==> src/rtl/fp16_pkg.sv <==
// Shared FP16 constants, field widths, sequencer state encoding and field
// classification helpers for the FP16 multiply-accumulate path.
package fp16_pkg;

  localparam int EXP_W     = 5;
  localparam int MAN_W     = 10;
  localparam int FP16_BIAS = 15;

  localparam logic [15:0] FP16_POS_INF = 16'h7C00;
  localparam logic [15:0] FP16_QNAN    = 16'h7E00;

  typedef enum logic [2:0] {
    ST_IDLE,
    ST_FETCH,
    ST_MUL,
    ST_ADD,
    ST_DONE
  } state_t;

  // Helpers take the 15-bit magnitude; sign never affects classification.
  // A zero exponent is a signed zero, so subnormals are flushed here.
  function automatic logic fp16_is_zero(input logic [14:0] mag);
    return mag[14:10] == 5'd0;
  endfunction

  function automatic logic fp16_is_inf(input logic [14:0] mag);
    return (mag[14:10] == 5'h1F) && (mag[9:0] == 10'd0);
  endfunction

  function automatic logic fp16_is_nan(input logic [14:0] mag);
    return (mag[14:10] == 5'h1F) && (mag[9:0] != 10'd0);
  endfunction

endpackage

==> src/rtl/fp16_mac_sequencer_if.sv <==
// SRAM read port, run enable and accumulator status for the MAC sequencer.
interface fp16_mac_sequencer_if #(
  parameter int ADDR_W = 4
) ();

  logic              en;
  logic [ADDR_W-1:0] addr;
  logic [15:0]       a_data;
  logic [15:0]       b_data;
  logic [15:0]       result;
  logic              busy;
  logic              done;

  modport master (
    input  en,
    input  a_data,
    input  b_data,
    output addr,
    output result,
    output busy,
    output done
  );

  modport slave (
    output en,
    output a_data,
    output b_data,
    input  addr,
    input  result,
    input  busy,
    input  done
  );

endinterface

==> src/rtl/fp16_add.sv <==
// Combinational FP16 adder: flush-to-zero, truncating alignment, LZC
// renormalisation, with a NaN flag for NaN inputs and Inf + (-Inf).
module fp16_add
  import fp16_pkg::*;
(
  input  logic [15:0] x,
  input  logic [15:0] y,
  output logic [15:0] s,
  output logic        nan
);

  function automatic logic [15:0] pack_trunc(input logic sg,
                                             input logic signed [7:0] e,
                                             input logic [MAN_W-1:0] m);
    if (e >= 8'sd31)
      return {sg, FP16_POS_INF[14:0]};
    else if (e <= 8'sd0)
      return {sg, 15'd0};
    else
      return {sg, e[EXP_W-1:0], m};
  endfunction

  function automatic logic [3:0] lzc12(input logic [11:0] v);
    logic [3:0] n;
    n = 4'd12;
    for (int i = 0; i < 12; i++)
      if (v[i]) n = 4'(11 - i);
    return n;
  endfunction

  logic              x_zero, y_zero, x_inf, y_inf, x_nan, y_nan, x_big;
  logic [15:0]       big;
  logic [14:0]       sml;
  logic [EXP_W-1:0]  eb, es, d;
  logic [11:0]       sig_b, sig_s, sum12, diff12, norm;
  logic [3:0]        sh;
  logic signed [7:0] eb_s;
  logic              unused_norm;

  assign x_zero = fp16_is_zero(x[14:0]);
  assign y_zero = fp16_is_zero(y[14:0]);
  assign x_inf  = fp16_is_inf(x[14:0]);
  assign y_inf  = fp16_is_inf(y[14:0]);
  assign x_nan  = fp16_is_nan(x[14:0]);
  assign y_nan  = fp16_is_nan(y[14:0]);

  // Magnitude ordering keeps the subtraction non-negative; the result takes
  // the sign of the larger operand.
  assign x_big = (x[14:0] >= y[14:0]);
  assign big   = x_big ? x : y;
  assign sml   = x_big ? y[14:0] : x[14:0];
  assign eb    = big[14:10];
  assign es    = sml[14:10];
  assign d     = eb - es;
  assign eb_s  = $signed({3'b000, eb});

  assign sig_b       = {2'b01, big[9:0]};
  assign sig_s       = {2'b01, sml[9:0]} >> d;
  assign sum12       = sig_b + sig_s;
  assign diff12      = sig_b - sig_s;
  assign sh          = lzc12(diff12) - 4'd1;
  assign norm        = diff12 << sh;
  assign unused_norm = ^norm[11:10];

  always_comb begin
    nan = x_nan | y_nan | (x_inf & y_inf & (x[15] != y[15]));
    s   = FP16_QNAN;
    if (nan)
      s = FP16_QNAN;
    else if (x_inf)
      s = {x[15], FP16_POS_INF[14:0]};
    else if (y_inf)
      s = {y[15], FP16_POS_INF[14:0]};
    else if (x_zero & y_zero)
      s = {x[15] & y[15], 15'd0};
    else if (x_zero)
      s = y;
    else if (y_zero)
      s = x;
    else if (x[15] == y[15])
      s = sum12[11] ? pack_trunc(big[15], eb_s + 8'sd1, sum12[10:1])
                    : pack_trunc(big[15], eb_s, sum12[9:0]);
    else if (diff12 == 12'd0)
      s = 16'h0000;
    else
      s = pack_trunc(big[15], eb_s - $signed({4'b0000, sh}), norm[9:0]);
  end

endmodule

==> src/rtl/fp16_mul.sv <==
// Combinational FP16 multiplier: flush-to-zero, truncating, with a NaN flag
// for NaN inputs and Inf x 0.
module fp16_mul
  import fp16_pkg::*;
(
  input  logic [15:0] a,
  input  logic [15:0] b,
  output logic [15:0] p,
  output logic        nan
);

  localparam logic signed [7:0] BIAS = 8'(FP16_BIAS);

  // Saturate to signed Inf above the exponent range, flush to signed zero below.
  function automatic logic [15:0] pack_trunc(input logic sg,
                                             input logic signed [7:0] e,
                                             input logic [MAN_W-1:0] m);
    if (e >= 8'sd31)
      return {sg, FP16_POS_INF[14:0]};
    else if (e <= 8'sd0)
      return {sg, 15'd0};
    else
      return {sg, e[EXP_W-1:0], m};
  endfunction

  logic                    sp;
  logic [EXP_W-1:0]        ea, eb;
  logic [MAN_W-1:0]        ma, mb;
  logic                    a_zero, b_zero, a_inf, b_inf, a_nan, b_nan;
  logic [21:0]             mprod;
  logic signed [7:0]       e_raw;
  logic                    unused_lsb;

  assign sp = a[15] ^ b[15];
  assign ea = a[14:10];
  assign eb = b[14:10];
  assign ma = a[9:0];
  assign mb = b[9:0];

  assign a_zero = fp16_is_zero(a[14:0]);
  assign b_zero = fp16_is_zero(b[14:0]);
  assign a_inf  = fp16_is_inf(a[14:0]);
  assign b_inf  = fp16_is_inf(b[14:0]);
  assign a_nan  = fp16_is_nan(a[14:0]);
  assign b_nan  = fp16_is_nan(b[14:0]);

  assign mprod      = 22'({1'b1, ma}) * 22'({1'b1, mb});
  assign e_raw      = $signed({3'b000, ea}) + $signed({3'b000, eb}) - BIAS;
  assign unused_lsb = ^mprod[9:0];

  always_comb begin
    nan = a_nan | b_nan | (a_inf & b_zero) | (b_inf & a_zero);
    p   = FP16_QNAN;
    if (nan)
      p = FP16_QNAN;
    else if (a_inf | b_inf)
      p = {sp, FP16_POS_INF[14:0]};
    else if (a_zero | b_zero)
      p = {sp, 15'd0};
    else if (mprod[21])
      p = pack_trunc(sp, e_raw + 8'sd1, mprod[20:11]);
    else
      p = pack_trunc(sp, e_raw, mprod[19:10]);
  end

endmodule

==> src/rtl/fp16_mac_sequencer.sv <==
// Walks SRAM A/B entries 0..DEPTH-1 during the RESULT state and accumulates
// sum(A[i]*B[i]) in FP16, one element per FETCH/MUL/ADD triple.
module fp16_mac_sequencer
  import fp16_pkg::*;
#(
  parameter int DEPTH  = 8,
  parameter int ADDR_W = 4
) (
  input  logic                 clk,
  input  logic                 rst,
  fp16_mac_sequencer_if.master bus
);

  state_t            state, state_nxt;
  logic [ADDR_W-1:0] idx;
  logic              last;
  logic              busy, done;

  logic [15:0]       op_a_p0, op_b_p0;
  logic [15:0]       prod_p1;
  logic              prod_nan_p1;
  logic [15:0]       acc_p2;
  logic              nan_flag;

  logic [15:0]       mul_p, add_s;
  logic              mul_nan, add_nan;

  assign last = (idx == ADDR_W'(DEPTH - 1));

  fp16_mul u_mul (
    .a   (op_a_p0),
    .b   (op_b_p0),
    .p   (mul_p),
    .nan (mul_nan)
  );

  fp16_add u_add (
    .x   (acc_p2),
    .y   (prod_p1),
    .s   (add_s),
    .nan (add_nan)
  );

  always_ff @(posedge clk or negedge rst) begin
    if (!rst) state <= ST_IDLE;
    else      state <= state_nxt;
  end

  // en is the top-level RESULT state; leaving it aborts from any state.
  always_comb begin
    state_nxt = state;
    if (!bus.en) begin
      state_nxt = ST_IDLE;
    end else begin
      case (state)
        ST_IDLE:  state_nxt = ST_FETCH;
        ST_FETCH: state_nxt = ST_MUL;
        ST_MUL:   state_nxt = ST_ADD;
        ST_ADD:   state_nxt = last ? ST_DONE : ST_FETCH;
        ST_DONE:  state_nxt = ST_DONE;
        default:  state_nxt = ST_IDLE;
      endcase
    end
  end

  always_comb begin
    busy = 1'b0;
    done = 1'b0;
    case (state)
      ST_FETCH, ST_MUL, ST_ADD: busy = 1'b1;
      ST_DONE:                  done = 1'b1;
      default:                  ;
    endcase
  end

  // Stage p0: operands captured from the combinational SRAM read in FETCH.
  // Stage p1: product and its special-case flag captured in MUL.
  always_ff @(posedge clk) begin
    if (state == ST_FETCH) begin
      op_a_p0 <= bus.a_data;
      op_b_p0 <= bus.b_data;
    end
    if (state == ST_MUL) begin
      prod_p1     <= mul_p;
      prod_nan_p1 <= mul_nan;
    end
  end

  // Stage p2: accumulator and sticky NaN flag updated in ADD.
  always_ff @(posedge clk or negedge rst) begin
    if (!rst) begin
      idx      <= '0;
      acc_p2   <= '0;
      nan_flag <= 1'b0;
    end else if (!bus.en || state == ST_IDLE) begin
      idx      <= '0;
      acc_p2   <= '0;
      nan_flag <= 1'b0;
    end else if (state == ST_ADD) begin
      acc_p2   <= add_s;
      nan_flag <= nan_flag | prod_nan_p1 | add_nan;
      if (!last) idx <= idx + ADDR_W'(1);
    end
  end

  assign bus.addr   = (state == ST_IDLE) ? '0 : idx;
  assign bus.result = nan_flag ? FP16_QNAN : acc_p2;
  assign bus.busy   = busy;
  assign bus.done   = done;

endmodule

==> src/flat_wrapper.sv <==
// flat-port wrapper written by rule: the top's interface ports become plain ports
module fp16_mac_sequencer_flat import fp16_pkg::*;
#(
  parameter int DEPTH  = 8,
  parameter int ADDR_W = 4
)
  (clk, rst, bus_en, bus_a_data, bus_b_data, bus_addr, bus_result, bus_busy, bus_done);
  fp16_mac_sequencer_if #(.ADDR_W(ADDR_W)) bus_i ();
  input  logic clk;
  input  logic rst;
  input wire logic [$bits(bus_i.en)-1:0] bus_en;
  input wire logic [$bits(bus_i.a_data)-1:0] bus_a_data;
  input wire logic [$bits(bus_i.b_data)-1:0] bus_b_data;
  output wire logic [$bits(bus_i.addr)-1:0] bus_addr;
  output wire logic [$bits(bus_i.result)-1:0] bus_result;
  output wire logic [$bits(bus_i.busy)-1:0] bus_busy;
  output wire logic [$bits(bus_i.done)-1:0] bus_done;
  assign bus_i.en = bus_en;
  assign bus_i.a_data = bus_a_data;
  assign bus_i.b_data = bus_b_data;
  assign bus_addr = bus_i.addr;
  assign bus_result = bus_i.result;
  assign bus_busy = bus_i.busy;
  assign bus_done = bus_i.done;
  fp16_mac_sequencer #(.DEPTH(DEPTH), .ADDR_W(ADDR_W)) u_core (.clk(clk), .rst(rst), .bus(bus_i));
endmodule
==> config.mk <==
export PLATFORM = sky130hd
export DESIGN_NAME = fp16_mac_sequencer_flat
export DESIGN_NICKNAME = d
export VERILOG_FILES = /design/src/rtl/fp16_pkg.sv /design/src/rtl/fp16_mac_sequencer_if.sv /design/src/rtl/fp16_add.sv /design/src/rtl/fp16_mul.sv /design/src/rtl/fp16_mac_sequencer.sv /design/src/flat_wrapper.sv
export SDC_FILE = /design/constraint.sdc
export NUM_CORES = 1
export LEC_CHECK = 0
export BUFFER_PORTS_ARGS = -buffer_cell sky130_fd_sc_hd__buf_2
export CAP_MARGIN = 10
export CORE_UTILIZATION = 55
export CTS_CLUSTER_SIZE = 28
export DETAILED_ROUTE_END_ITERATION = 12
export PLACE_DENSITY_LB_ADDON = 0.05
export SLEW_MARGIN = 30
export SYNTH_ARGS = -nofsm -noshare
export SYNTH_HDL_FRONTEND = slang
export SYNTH_HIERARCHICAL = 1
export SYNTH_SLANG_ARGS = --single-unit
==> constraint.sdc <==
create_clock -name clk -period 10.1 [get_ports clk]
set_input_delay 3.03 -clock clk [delete_from_list [all_inputs] [get_ports clk]]
set_output_delay 3.03 -clock clk [all_outputs]
set_load 0.01 [all_outputs]
==> results.md <==
* F_max at 106 MHz
* Worst Clk Skew at 0.0116 ns
* Placed Instances at 1732
* Startpoint Class: register
* DIE AREA at 22300 um^2
* Seq pwr share at 10.8%
* Worst skew pair latency at 0.35 ns
* Post-Syn Nets at 1689
* Gr usage total at 30.0%
* Hold Path Class: register to register
* Crit-path max FO at 10
* Min Clock Period, post-route at 9.41 ns
* Number of flops mapped to enable cells by yosys at 49
* DP HPWL at 25.1 mm
* DRT antenna net count at 0
* Total grt overflow at 0
* Drt first-iter violations at 829
* Vias at 10600
* CP max-delay cell: edfxtp_1
* CTS Root Cell: clkbuf_16
* Post-DR wirelength/cell at 18.4 um
* CTS Buffer Depth at 2
* Critical Path End Type: register
* Initial core utilization at 56.5%
* CTS Buf Count at 9
* Max-slew violations at 0
* Sequential standard cell area at 2070 um^2
* Worst path max stage delay at 0.48 ns
* Switching share of total power at 54.2%
* Clk pwr share at 7.9%
* Highest-count cells in the layout ignoring fill and taps: 166 x nand2_1, 163 x inv_1, 116 x nor2_1
* Vias in the first global route at 10400
* Leakage at 5.91 nW
* Final cell count without fillers at 1750
* Final worst slack at 0.685 ns
* Most common cell after layout, fill and taps aside: nand2_1
* Setup TNS at 0 ns
* RSZ-0062 raised after global routing: no
* Async set or reset register ratio after synthesis at 32.9%
* CTS tree: built
* Nets at 1702
* Most used cell along the critical path: ha_1
* Core area at 21200 um^2
* Total of max-cap violations at 0
* Setup CP Type: register to register
* Syn. warnings at 6
* Worst EP required at 10.35 ns
* Routed WL at 32.2 mm
* P per Cell Area at 340 nW/um^2
* Synth Cell Area at 12000 um^2
* # port buffers at 56
* Layout cells sized above 1 at 10.8%
* Seq cells post-synth at 73
* Core Rows at 53
* DRC viols at 0
* I/O pin count at 57
* Register area share after synthesis at 17.3%
* Initial antenna violation count at 0
* Main synth FF type: edfxtp_1
* Antenna Cells at 0
* First-pass GRT wire length at 52.3 mm
* Worst slew pin tran at 1.01 ns
* NetSw at 2.34 mW
* WP data arrival at 9.67 ns
* Final hold vios at 0
* Fill count at 1982
* Outcome: complete, no violations
* 1st-pass router iterations at 5
* Maximum number of pins on one net before global-route repair at 33
* Die H at 149 um
* Clock Pin Slew Worst Setup and Hold Paths at 0.07 ns
* Mapped Avg Cell Area at 8.20 um^2
* Synth-to-layout area growth at 6.18%
* Crit share post-route at 93.2%
* CTS H-Tree Depth at 3
* Max VDD drop at 0.263 mV
* Finish-stage setup viols at 0
* Reg2reg setup slack at 0.69 ns
* Post-Synthesis Cells at 1457
* Distinct cells, synth at 105
* Place WS at 0.572 ns
* Width of the die at 149 um
* Gpl congestion at 0.968
* Post-DR vias/cell at 6.07
* Multi-input logic area at 8960 um^2
* Pwr Total at 4.31 mW
* Clk sinks at 73
* Max_slew headroom at 31.7%
* Logic pwr share at 81.3%
* Int Pwr at 1.97 mW
power groups by stage:
| stage | registers [mW] | clock network (mW) | logic (mW) |
|---|---|---|---|
| 5_1_grt | 0.468 | 0.356 | 3.92 |
| 3_3_place_gp | 0.468 | 0 | 3.40 |
| 4_1_cts | 0.462 | 0.348 | 3.46 |
| 2_1_floorplan | 0.427 | 0 | 2.72 |
| 3_5_place_dp | 0.468 | 0 | 3.43 |
| 6_report | 0.464 | 0.342 | 3.51 |
flip-flops by register name, indices dropped and copies added, names as in the netlist:
| name | cells |
|---|---|
| u_core/prod_p1 | 16 |
| u_core/op_b_p0 | 16 |
| u_core/prod_nan_p1 | 1 |
| u_core/op_a_p0 | 16 |
| u_core/state | 3 |
| u_core/nan_flag | 1 |
| u_core/idx | 4 |
| u_core/acc_p2 | 16 |
path summary, 6_finish.rpt:
| check | start | end | cells past startpoint |
|---|---|---|---|
| min in group asynchronous | rst | u_core/acc_p2[11]$_DFFE_PN0P_ | 1 |
| worst max register to register | u_core/prod_p1[11]$_DFFE_PP_ | u_core/acc_p2[1]$_DFFE_PN0P_ | 37 |
| max in group asynchronous | rst | u_core/acc_p2[1]$_DFFE_PN0P_ | 1 |
| worst max-delay path | u_core/prod_p1[11]$_DFFE_PP_ | u_core/acc_p2[1]$_DFFE_PN0P_ | 37 |
| worst min-delay path | u_core/prod_nan_p1$_DFFE_PP_ | u_core/nan_flag$_DFFE_PN0P_ | 2 |
| worst min register to register | u_core/prod_nan_p1$_DFFE_PP_ | u_core/nan_flag$_DFFE_PN0P_ | 2 |
logic make-up after synthesis:
family | synth area share, %
buffers and inverters | 8.00
and+or+nand+nor | 23.1
muxes | 2.78
adders and majority gates | 25.9
AOI/OAI and AO/OA | 19.9
DFF | 17.3
xor gates and xnor gates | 2.97
timing repair:
item                                    CTS  global route
resized for setup                         0             6
endpoints found under the setup margin    0             9
endpoints found under the hold margin     0             0
buffers inserted                          0             2
hold buffers                              0             0
synthesized netlist by cell type, types with 11 or more instances:
| cell | number | area, um^2 |
|---|---|---|
| nand2_1 | 166 | 623 |
| inv_1 | 163 | 612 |
| nor2_1 | 116 | 435 |
| ha_1 | 115 | 1440 |
| a21oi_1 | 109 | 546 |
| fa_1 | 82 | 1640 |
| o21ai_0 | 59 | 295 |
| and2_1 | 52 | 325 |
| edfxtp_1 | 49 | 1470 |
| clkbuf_1 | 40 | 150 |
| nand3_1 | 31 | 155 |
| dfrtp_1 | 24 | 601 |
| mux2i_1 | 22 | 220 |
| xnor2_1 | 21 | 184 |
| nor3_1 | 20 | 100 |
| a21o_1 | 18 | 135 |
| nor2b_1 | 18 | 113 |
| o21ai_1 | 18 | 90.1 |
| nor4_1 | 17 | 106 |
| nand2b_1 | 16 | 100 |
| or2_2 | 14 | 87.6 |
| o31ai_1 | 13 | 97.6 |
| or3_1 | 13 | 81.3 |
| a211oi_1 | 12 | 90.1 |
| a31oi_1 | 12 | 75.1 |
| and3_1 | 11 | 68.8 |
| buf_2 | 11 | 55.1 |
worst max-delay path, delay by kind of cell (launching register included):
| kind | cells | cell delay (ns) |
|---|---|---|
| and+or+nand+nor | 14 | 3.19 |
| buffers and inverters | 3 | 0.44 |
| xor gates and xnor gates | 2 | 0.53 |
| AOI/OAI and AO/OA | 14 | 3.32 |
| DFF | 1 | 0.48 |
| adders and majority gates | 4 | 1.33 |
per-stage QoR:
stage / area [um^2] / hold slack, ns / util, %
floorplan: 12000 / 0.528 / -
global placement: 12300 / 0.571 / 58.3
detailed placement: 12300 / 0.575 / 58.3
CTS: 12600 / 0.579 / 59.8
global route: 12700 / 0.617 / 60.0
finish: 12700 / 0.577 / 60.0
per-layer routing:
metal / up-vias / share of wire [%] / track usage [%]
met2: 356 / 48 / 51.0
met3: 104 / 4.8 / 3.99
met5: - / 0 / 0
met4: 0 / 4.8 / 15.1
li1: 5101 / - / -
met1: 5061 / 42 / 37.2
area by class of cell:
cell class / count / area share, %
Tap cell: 275 / 2.71
Clock buffer: 11 / 2.17
Sequential cell: 73 / 16.3
Multi-Input combinational cell: 1152 / 70.6
Timing Repair Buffer: 68 / 2.92
Inverter: 166 / 4.91
Clock inverter: 5 / 0.335
(Power assumes the default switching activity.)
